--- config.mk ---
export PLATFORM = sky130hd
export DESIGN_NAME = spi_rx_peripheral
export DESIGN_NICKNAME = d
export VERILOG_FILES = /design/src/rtl/spi_rx_peripheral.sv
export SDC_FILE = /design/constraint.sdc
export NUM_CORES = 1
export LEC_CHECK = 0
export ABC_AREA = 1
export CELL_PAD_IN_SITES_DETAIL_PLACEMENT = 0
export CELL_PAD_IN_SITES_GLOBAL_PLACEMENT = 1
export CORE_MARGIN = 3
export CORE_UTILIZATION = 43
export CTS_BUF_LIST = sky130_fd_sc_hd__clkbuf_8 sky130_fd_sc_hd__clkbuf_16
export DETAILED_ROUTE_END_ITERATION = 10
export GPL_ROUTABILITY_DRIVEN = 0
export GPL_TIMING_DRIVEN = 0
export PLACE_DENSITY_LB_ADDON = 0.05
export SYNTH_ARGS = -nofsm -noshare
export SYNTH_HDL_FRONTEND = slang
export SYNTH_SLANG_ARGS = --single-unit
--- constraint.sdc ---
create_clock -name clk -period 2.9 [get_ports clk]
set_input_delay 0.58 -clock clk [delete_from_list [all_inputs] [get_ports clk]]
set_output_delay 0.58 -clock clk [all_outputs]
set_load 0.02 [all_outputs]
--- src/rtl/spi_rx_peripheral.sv ---
// -----------------------------------------------------------------------------
// spi_rx_peripheral
//
// SPI target-side receiver (mode 0) with an RX FIFO behind the 32-bit
// registered mem bus. SCLK/MOSI/CS_N are synchronized into clk, bytes are
// assembled on synced SCLK rising edges and pushed into the FIFO.
//
// Optional build macro: SPI_RX_LSB_FIRST_EN
//   defined     -> bytes received LSB first, STATUS[20] reads 1
//   not defined -> bytes received MSB first, STATUS[20] reads 0
//
// Ports:
//   clk        system clock
//   rst        synchronous, active-high reset
//   SCLK       external SPI clock (asynchronous)
//   MOSI       external serial data (asynchronous)
//   CS_N       external active-low chip select (asynchronous)
//   mem_addr   byte address, [3:0] decoded
//   mem_rmask  read byte mask, nonzero = read request
//   mem_wmask  write byte mask, nonzero = write request
//   mem_wdata  write data
//   mem_rdata  registered read data (0 when no read response)
//   mem_resp   registered response, one cycle after any request
//
// Register map (mem_addr[3:0]):
//   0x0 RX_DATA  {23'b0, valid, data}; reading pops when not empty
//   0x4 STATUS   [4:0] rptr, [12:8] wptr, [16] empty, [17] full,
//                [18] overflow, [19] frame_err, [20] lsb_first, [31:24] ovf_count
//   0x8 CONTROL  write: bit0 enable, bit1 flush, bit2 clear; read {31'b0, enable}
// -----------------------------------------------------------------------------
module spi_rx_peripheral #(
    parameter int   FIFO_AW  = 4,
    parameter logic D_ENABLE = 1'b1
) (
    input  logic        clk,
    input  logic        rst,
    input  logic        SCLK,
    input  logic        MOSI,
    input  logic        CS_N,
    input  logic [31:0] mem_addr,
    input  logic [3:0]  mem_rmask,
    input  logic [3:0]  mem_wmask,
    input  logic [31:0] mem_wdata,
    output logic [31:0] mem_rdata,
    output logic        mem_resp
);

    localparam int DEPTH = 1 << FIFO_AW;
    localparam int PW    = FIFO_AW + 1;

    typedef enum logic {
        IDLE   = 1'b0,
        ACTIVE = 1'b1
    } state_t;

    // Synchronizers; the third stage of SCLK and CS_N holds the previous
    // synced value for edge detection.
    logic sclk_s1, sclk_s2, sclk_s3;
    logic mosi_s1, mosi_s2;
    logic csn_s1, csn_s2, csn_s3;

    state_t          state_q, state_d;
    logic [2:0]      bit_cnt;
    logic [7:0]      shift_q;
    logic [7:0]      byte_next;
    logic [7:0]      fifo_mem [DEPTH];
    logic [PW-1:0]   wptr, rptr;
    logic            enable;
    logic            overflow, frame_err;
    logic [7:0]      ovf_count;

    logic            sclk_rise, cs_fall;
    logic            shift_en, frame_abort;
    logic            rd_req, wr_req, ctrl_wr, flush, clr, pop;
    logic            empty, full;
    logic            push_req, push_ok, ovf_evt;
    logic [31:0]     status, rdata_d;
    logic            lsb_first;

    assign sclk_rise = sclk_s2 & ~sclk_s3;
    assign cs_fall   = csn_s3 & ~csn_s2;

    always_ff @(posedge clk) begin
        if (rst) begin
            sclk_s1 <= 1'b0;
            sclk_s2 <= 1'b0;
            sclk_s3 <= 1'b0;
            mosi_s1 <= 1'b0;
            mosi_s2 <= 1'b0;
            csn_s1  <= 1'b1;
            csn_s2  <= 1'b1;
            csn_s3  <= 1'b1;
        end else begin
            // NOTE: non-blocking assignments make every stage sample the
            // previous stage's old value, which is what forms a shift chain.
            sclk_s1 <= SCLK;
            sclk_s2 <= sclk_s1;
            sclk_s3 <= sclk_s2;
            mosi_s1 <= MOSI;
            mosi_s2 <= mosi_s1;
            csn_s1  <= CS_N;
            csn_s2  <= csn_s1;
            csn_s3  <= csn_s2;
        end
    end

    // Bus decode; side effects act on the request cycle.
    assign rd_req  = |mem_rmask;
    assign wr_req  = |mem_wmask;
    assign ctrl_wr = wr_req && (mem_addr[3:0] == 4'h8) && mem_wmask[0];
    assign flush   = ctrl_wr && mem_wdata[1];
    assign clr     = ctrl_wr && mem_wdata[2];

    assign empty = (wptr == rptr);
    assign full  = (wptr[FIFO_AW] != rptr[FIFO_AW]) &&
                   (wptr[FIFO_AW-1:0] == rptr[FIFO_AW-1:0]);
    assign pop   = rd_req && (mem_addr[3:0] == 4'h0) && !empty;

`ifdef SPI_RX_LSB_FIRST_EN
    assign byte_next = {mosi_s2, shift_q[7:1]};
    assign lsb_first = 1'b1;
`else
    assign byte_next = {shift_q[6:0], mosi_s2};
    assign lsb_first = 1'b0;
`endif

    // FSM next state and per-cycle strobes.
    always_comb begin
        // NOTE: every output gets a default first so no path leaves it
        // unassigned, which would otherwise infer a latch.
        state_d     = state_q;
        shift_en    = 1'b0;
        frame_abort = 1'b0;
        case (state_q)
            IDLE: begin
                if (cs_fall && enable) state_d = ACTIVE;
            end
            ACTIVE: begin
                if (csn_s2 || !enable) begin
                    state_d     = IDLE;
                    // Only a CS_N rise mid-byte is a framing error; disabling
                    // the receiver discards the partial byte silently.
                    frame_abort = csn_s2 && (bit_cnt != 3'd0);
                end else if (sclk_rise) begin
                    shift_en = 1'b1;
                end
            end
            default: state_d = IDLE;
        endcase
    end

    // Flush wins over a concurrent push; a pop frees a slot in the same cycle.
    assign push_req = shift_en && (bit_cnt == 3'd7);
    assign push_ok  = push_req && (!full || pop) && !flush;
    assign ovf_evt  = push_req && full && !pop && !flush;

    always_ff @(posedge clk) begin
        if (rst) begin
            state_q   <= IDLE;
            bit_cnt   <= 3'd0;
            shift_q   <= 8'd0;
            wptr      <= '0;
            rptr      <= '0;
            enable    <= D_ENABLE;
            overflow  <= 1'b0;
            frame_err <= 1'b0;
            ovf_count <= 8'd0;
            mem_resp  <= 1'b0;
            mem_rdata <= 32'd0;
        end else begin
            state_q <= state_d;

            if (state_d == IDLE) begin
                bit_cnt <= 3'd0;
            end else if (shift_en) begin
                bit_cnt <= bit_cnt + 3'd1;
                shift_q <= byte_next;
            end

            if (flush) begin
                wptr <= '0;
                rptr <= '0;
            end else begin
                if (push_ok) wptr <= wptr + PW'(1);
                if (pop)     rptr <= rptr + PW'(1);
            end

            if (ctrl_wr) enable <= mem_wdata[0];

            // A new event in the same cycle as clear takes priority.
            if (ovf_evt) begin
                overflow  <= 1'b1;
                ovf_count <= clr ? 8'd1 :
                             (ovf_count == 8'hFF) ? 8'hFF : ovf_count + 8'd1;
            end else if (clr) begin
                overflow  <= 1'b0;
                ovf_count <= 8'd0;
            end

            if (frame_abort)  frame_err <= 1'b1;
            else if (clr)     frame_err <= 1'b0;

            mem_resp  <= rd_req | wr_req;
            mem_rdata <= rdata_d;
        end
    end

    // NOTE: the FIFO storage has no reset; only the pointers define which
    // entries are valid, and leaving the array unreset lets it map to RAM.
    always_ff @(posedge clk) begin
        if (push_ok) fifo_mem[wptr[FIFO_AW-1:0]] <= byte_next;
    end

    always_comb begin
        status                   = 32'd0;
        status[FIFO_AW:0]        = rptr;
        status[8 +: PW]          = wptr;
        status[16]               = empty;
        status[17]               = full;
        status[18]               = overflow;
        status[19]               = frame_err;
        status[20]               = lsb_first;
        status[31:24]            = ovf_count;
    end

    always_comb begin
        rdata_d = 32'd0;
        if (rd_req) begin
            case (mem_addr[3:0])
                4'h0:    rdata_d = empty ? 32'd0 : {23'd0, 1'b1, fifo_mem[rptr[FIFO_AW-1:0]]};
                4'h4:    rdata_d = status;
                4'h8:    rdata_d = {31'd0, enable};
                default: rdata_d = 32'd0;
            endcase
        end
    end

    // Address and data bits outside the decoded fields are intentionally ignored.
    logic unused_bits;
    assign unused_bits = ^{mem_addr[31:4], mem_wdata[31:3]};

endmodule
==> flow_summary.toml <==
[cts]
hold_buffers = 0
cts_root_buf = "clkbuf_16"
cts_buffers = 17
clkLatencyLatePin_ps = 430
postCtsSetupRepairBufs = 0
htreeDepth = 4
cts_sinks = 198
path_clk_slew_ps = 70
cts_buffer_depth = 2
tritoncts = "yes"

[grt]
grt_overflow = 0
grt_pass1_wl_mm = 31.5
grt_max_degree = 19
grt_pass1_vias = 5523
antenna_found_initial = 0
grt_use_total_pct = 20.7

[critical_path]
cp.required_ps = 2950
rrSetupSlack_ps = 350
critPathSlowestCell = "nor2_1"
cpPeakStageDelay_ps = 660
crit_family = "simple AND/OR/NAND/NOR gates"
cp.buffers_inverters = 2
worstSetupEndpointType = "flip-flop"
r2r_cells = 9
critPathKind = "in -> reg"
worst-path-max-fanout = 8
path_cells = "clkdlybuf4s50_1 -> nor2_2 -> nand2_1 -> nor2_2 -> nand2_4 -> nand2_2 -> nand2_4 -> inv_4 -> nand2_2 -> nor2_1"
cp-start-kind = "primary input"
cp_data_arrival_time_ps = 2790
cp_num_cells = 10

[floorplanning]
die_h_um = 142
io_pins = 110
die_w_um = 142
initial_utilization_pct = 44.2
rows = 49
die_area_um2 = 20300
fp.coreArea_um2 = 18100

[placed_design]
place_ws_ps = -503
post-dp-hpwl_mm = 13.9
portBuffers = 45
place_area_um2 = 8760

[flow_run]
drv_cap = 0

[sta]
slew_headroom_pct = 34.8
period_needed_ps = 2730
fmax_mhz = 366
drv_slew = 0
worst_slack_ps = 167
tightest_slew_ps = 975
fin_skew_ps = 9.48
hold_violations = 0
fin_crit_sh_pct = 94.2
setup_viol = 0
rsz0062_at_grt = "false"

[pwr]
p_leak_nw = 3.56
peakVddDrop_mv = 0.444
power_density_nw_per_um2 = 573
total_power_mw = 5.37

[route]
drtAntennaViolNets = 0
drt_iter0_drc = 381
wl_mm = 20.2
drt-vias-per-instance = 5.15
num_vias = 5614
wl_per_cell_um = 18.6
drc = 0
dr.pass1.iters = 5

[logic_synthesis]
avgSynthCellArea_um2 = 10.3
yosysTopAreaCell = "edfxtp_1"
yosys_warnings = 0
ys_ff_latch = 198
synthTopCellsByCount = "nor2_1, edfxtp_1, nand2_1"
synth_area_um2 = 8000
ys_seq_area_share_pct = 65.6
yosysMostFrequentCell = "nor2_1"
synth_top_area_share_pct = 48.1
syn_inst = 778
yosysUniqueCellTypes = 36
synth_edf_count = 128
synth_flop_cell = "edfxtp_1"
synth_area_leaders = "edfxtp_1, dfxtp_1, nor2_1"
async_reset_ff_share_pct = 0

[worst_hold_path]
hold_class = "reg -> reg"
whs_path_depth = 2

[cells_and_area]
syn2layout_area_growth_pct = 17.2
fin_nets = 934
antennaDiodeCount = 0
drive_above_1_share_pct = 11.4
postLayoutCellArea_um2 = 9370

[run_status]
status = "completed"
-- flip-flops by register name, indices dropped and copies added (netlist names), 3 cells and up, named ones only --
signal and flops:
rptr 5, wptr 5, fifo_mem 128, mem_rdata 25
ovf_count 8, shift_q 7, bit_cnt 3
-- metrics by stage --
step	TNS [ps]	hold WS, ps	cells	utilization, %
after CTS	0	403	1090	51.7
final	0	402	1090	51.8
after global placement	-41690	393	1058	48.4
after global routing	0	427	1090	51.8
after detailed placement	-47450	392	1058	48.4
after floorplan	0	388	784	-
-- per-layer routing --
| metal | GRT usage, % | wire length (um) | vias to the layer above |
|---|---|---|---|
| met4 | 6.35 | 329 | 0 |
| li1 | - | - | 2750 |
| met5 | 0 | 0 | - |
| met3 | 4.10 | 956 | 20 |
| met2 | 34.4 | 9870 | 146 |
| met1 | 27.5 | 9080 | 2698 |
-- cells by family (layout without fill, tap and decap cells) --
logic type | after synthesis | after routing | share of synthesized area [%]
fa+ha+maj | 9 | 9 | 1.41
simple gates | 343 | 343 | 18.7
other cells | 1 | 7 | 0.0469
compound gates | 126 | 126 | 8.36
xor+xnor | 8 | 8 | 0.970
flops | 198 | 198 | 65.6
buf+inv | 93 | 170 | 4.93
-- layout by cell type, fill, tap and decap left out, types with 17 or more instances in the layout --
cell and n:
clkbuf_1 19, nand3_1 52, dfxtp_1 70, edfxtp_1 128, a21oi_1 25, clkbuf_16 18, inv_1 41, nand2_1 89
nor2_1 158, nor2_2 17, o21ai_0 30, clkdlybuf4s50_1 45, o21ai_1 52
-- worst paths after layout --
check                                  from               to
worst max-delay path            mem_addr[1]  fifo_mem[10][4]
worst min-delay path                sclk_s1          sclk_s2
worst max register to register       enable  fifo_mem[10][4]
worst min register to register      sclk_s1          sclk_s2
-- tightest hold or removal path, cell delays in order, from the launching register on --
cell     delay (ps)
dfxtp_1         300
inv_1            40
nor2_1           30
-- what timing repair did --
| item | CTS | global route |
|---|---|---|
| pin swaps | 0 | 0 |
| endpoints found under the setup margin | 16 | 88 |
| gates resized for setup | 2 | 11 |
-- power breakdown --
group	internal [mW]	switching, mW
Clock	1.25	1.06
Sequential	2.97	0.00561
Combinational	0.0398	0.0429
Total	4.27	1.11
-- layout make-up --
| cell class | instances | area [um2] |
|---|---|---|
| Fill cell | 1650 | 8720 |
| Sequential cell | 198 | 5250 |
| Multi-Input combinational cell | 493 | 2410 |
| Clock buffer | 20 | 478 |
| Timing Repair Buffer | 45 | 450 |
| Tap cell | 229 | 287 |
| Inverter | 57 | 216 |
| Buffer | 36 | 178 |
| Clock inverter | 12 | 104 |
No activity file was read; power rests on OpenSTA's default activity.
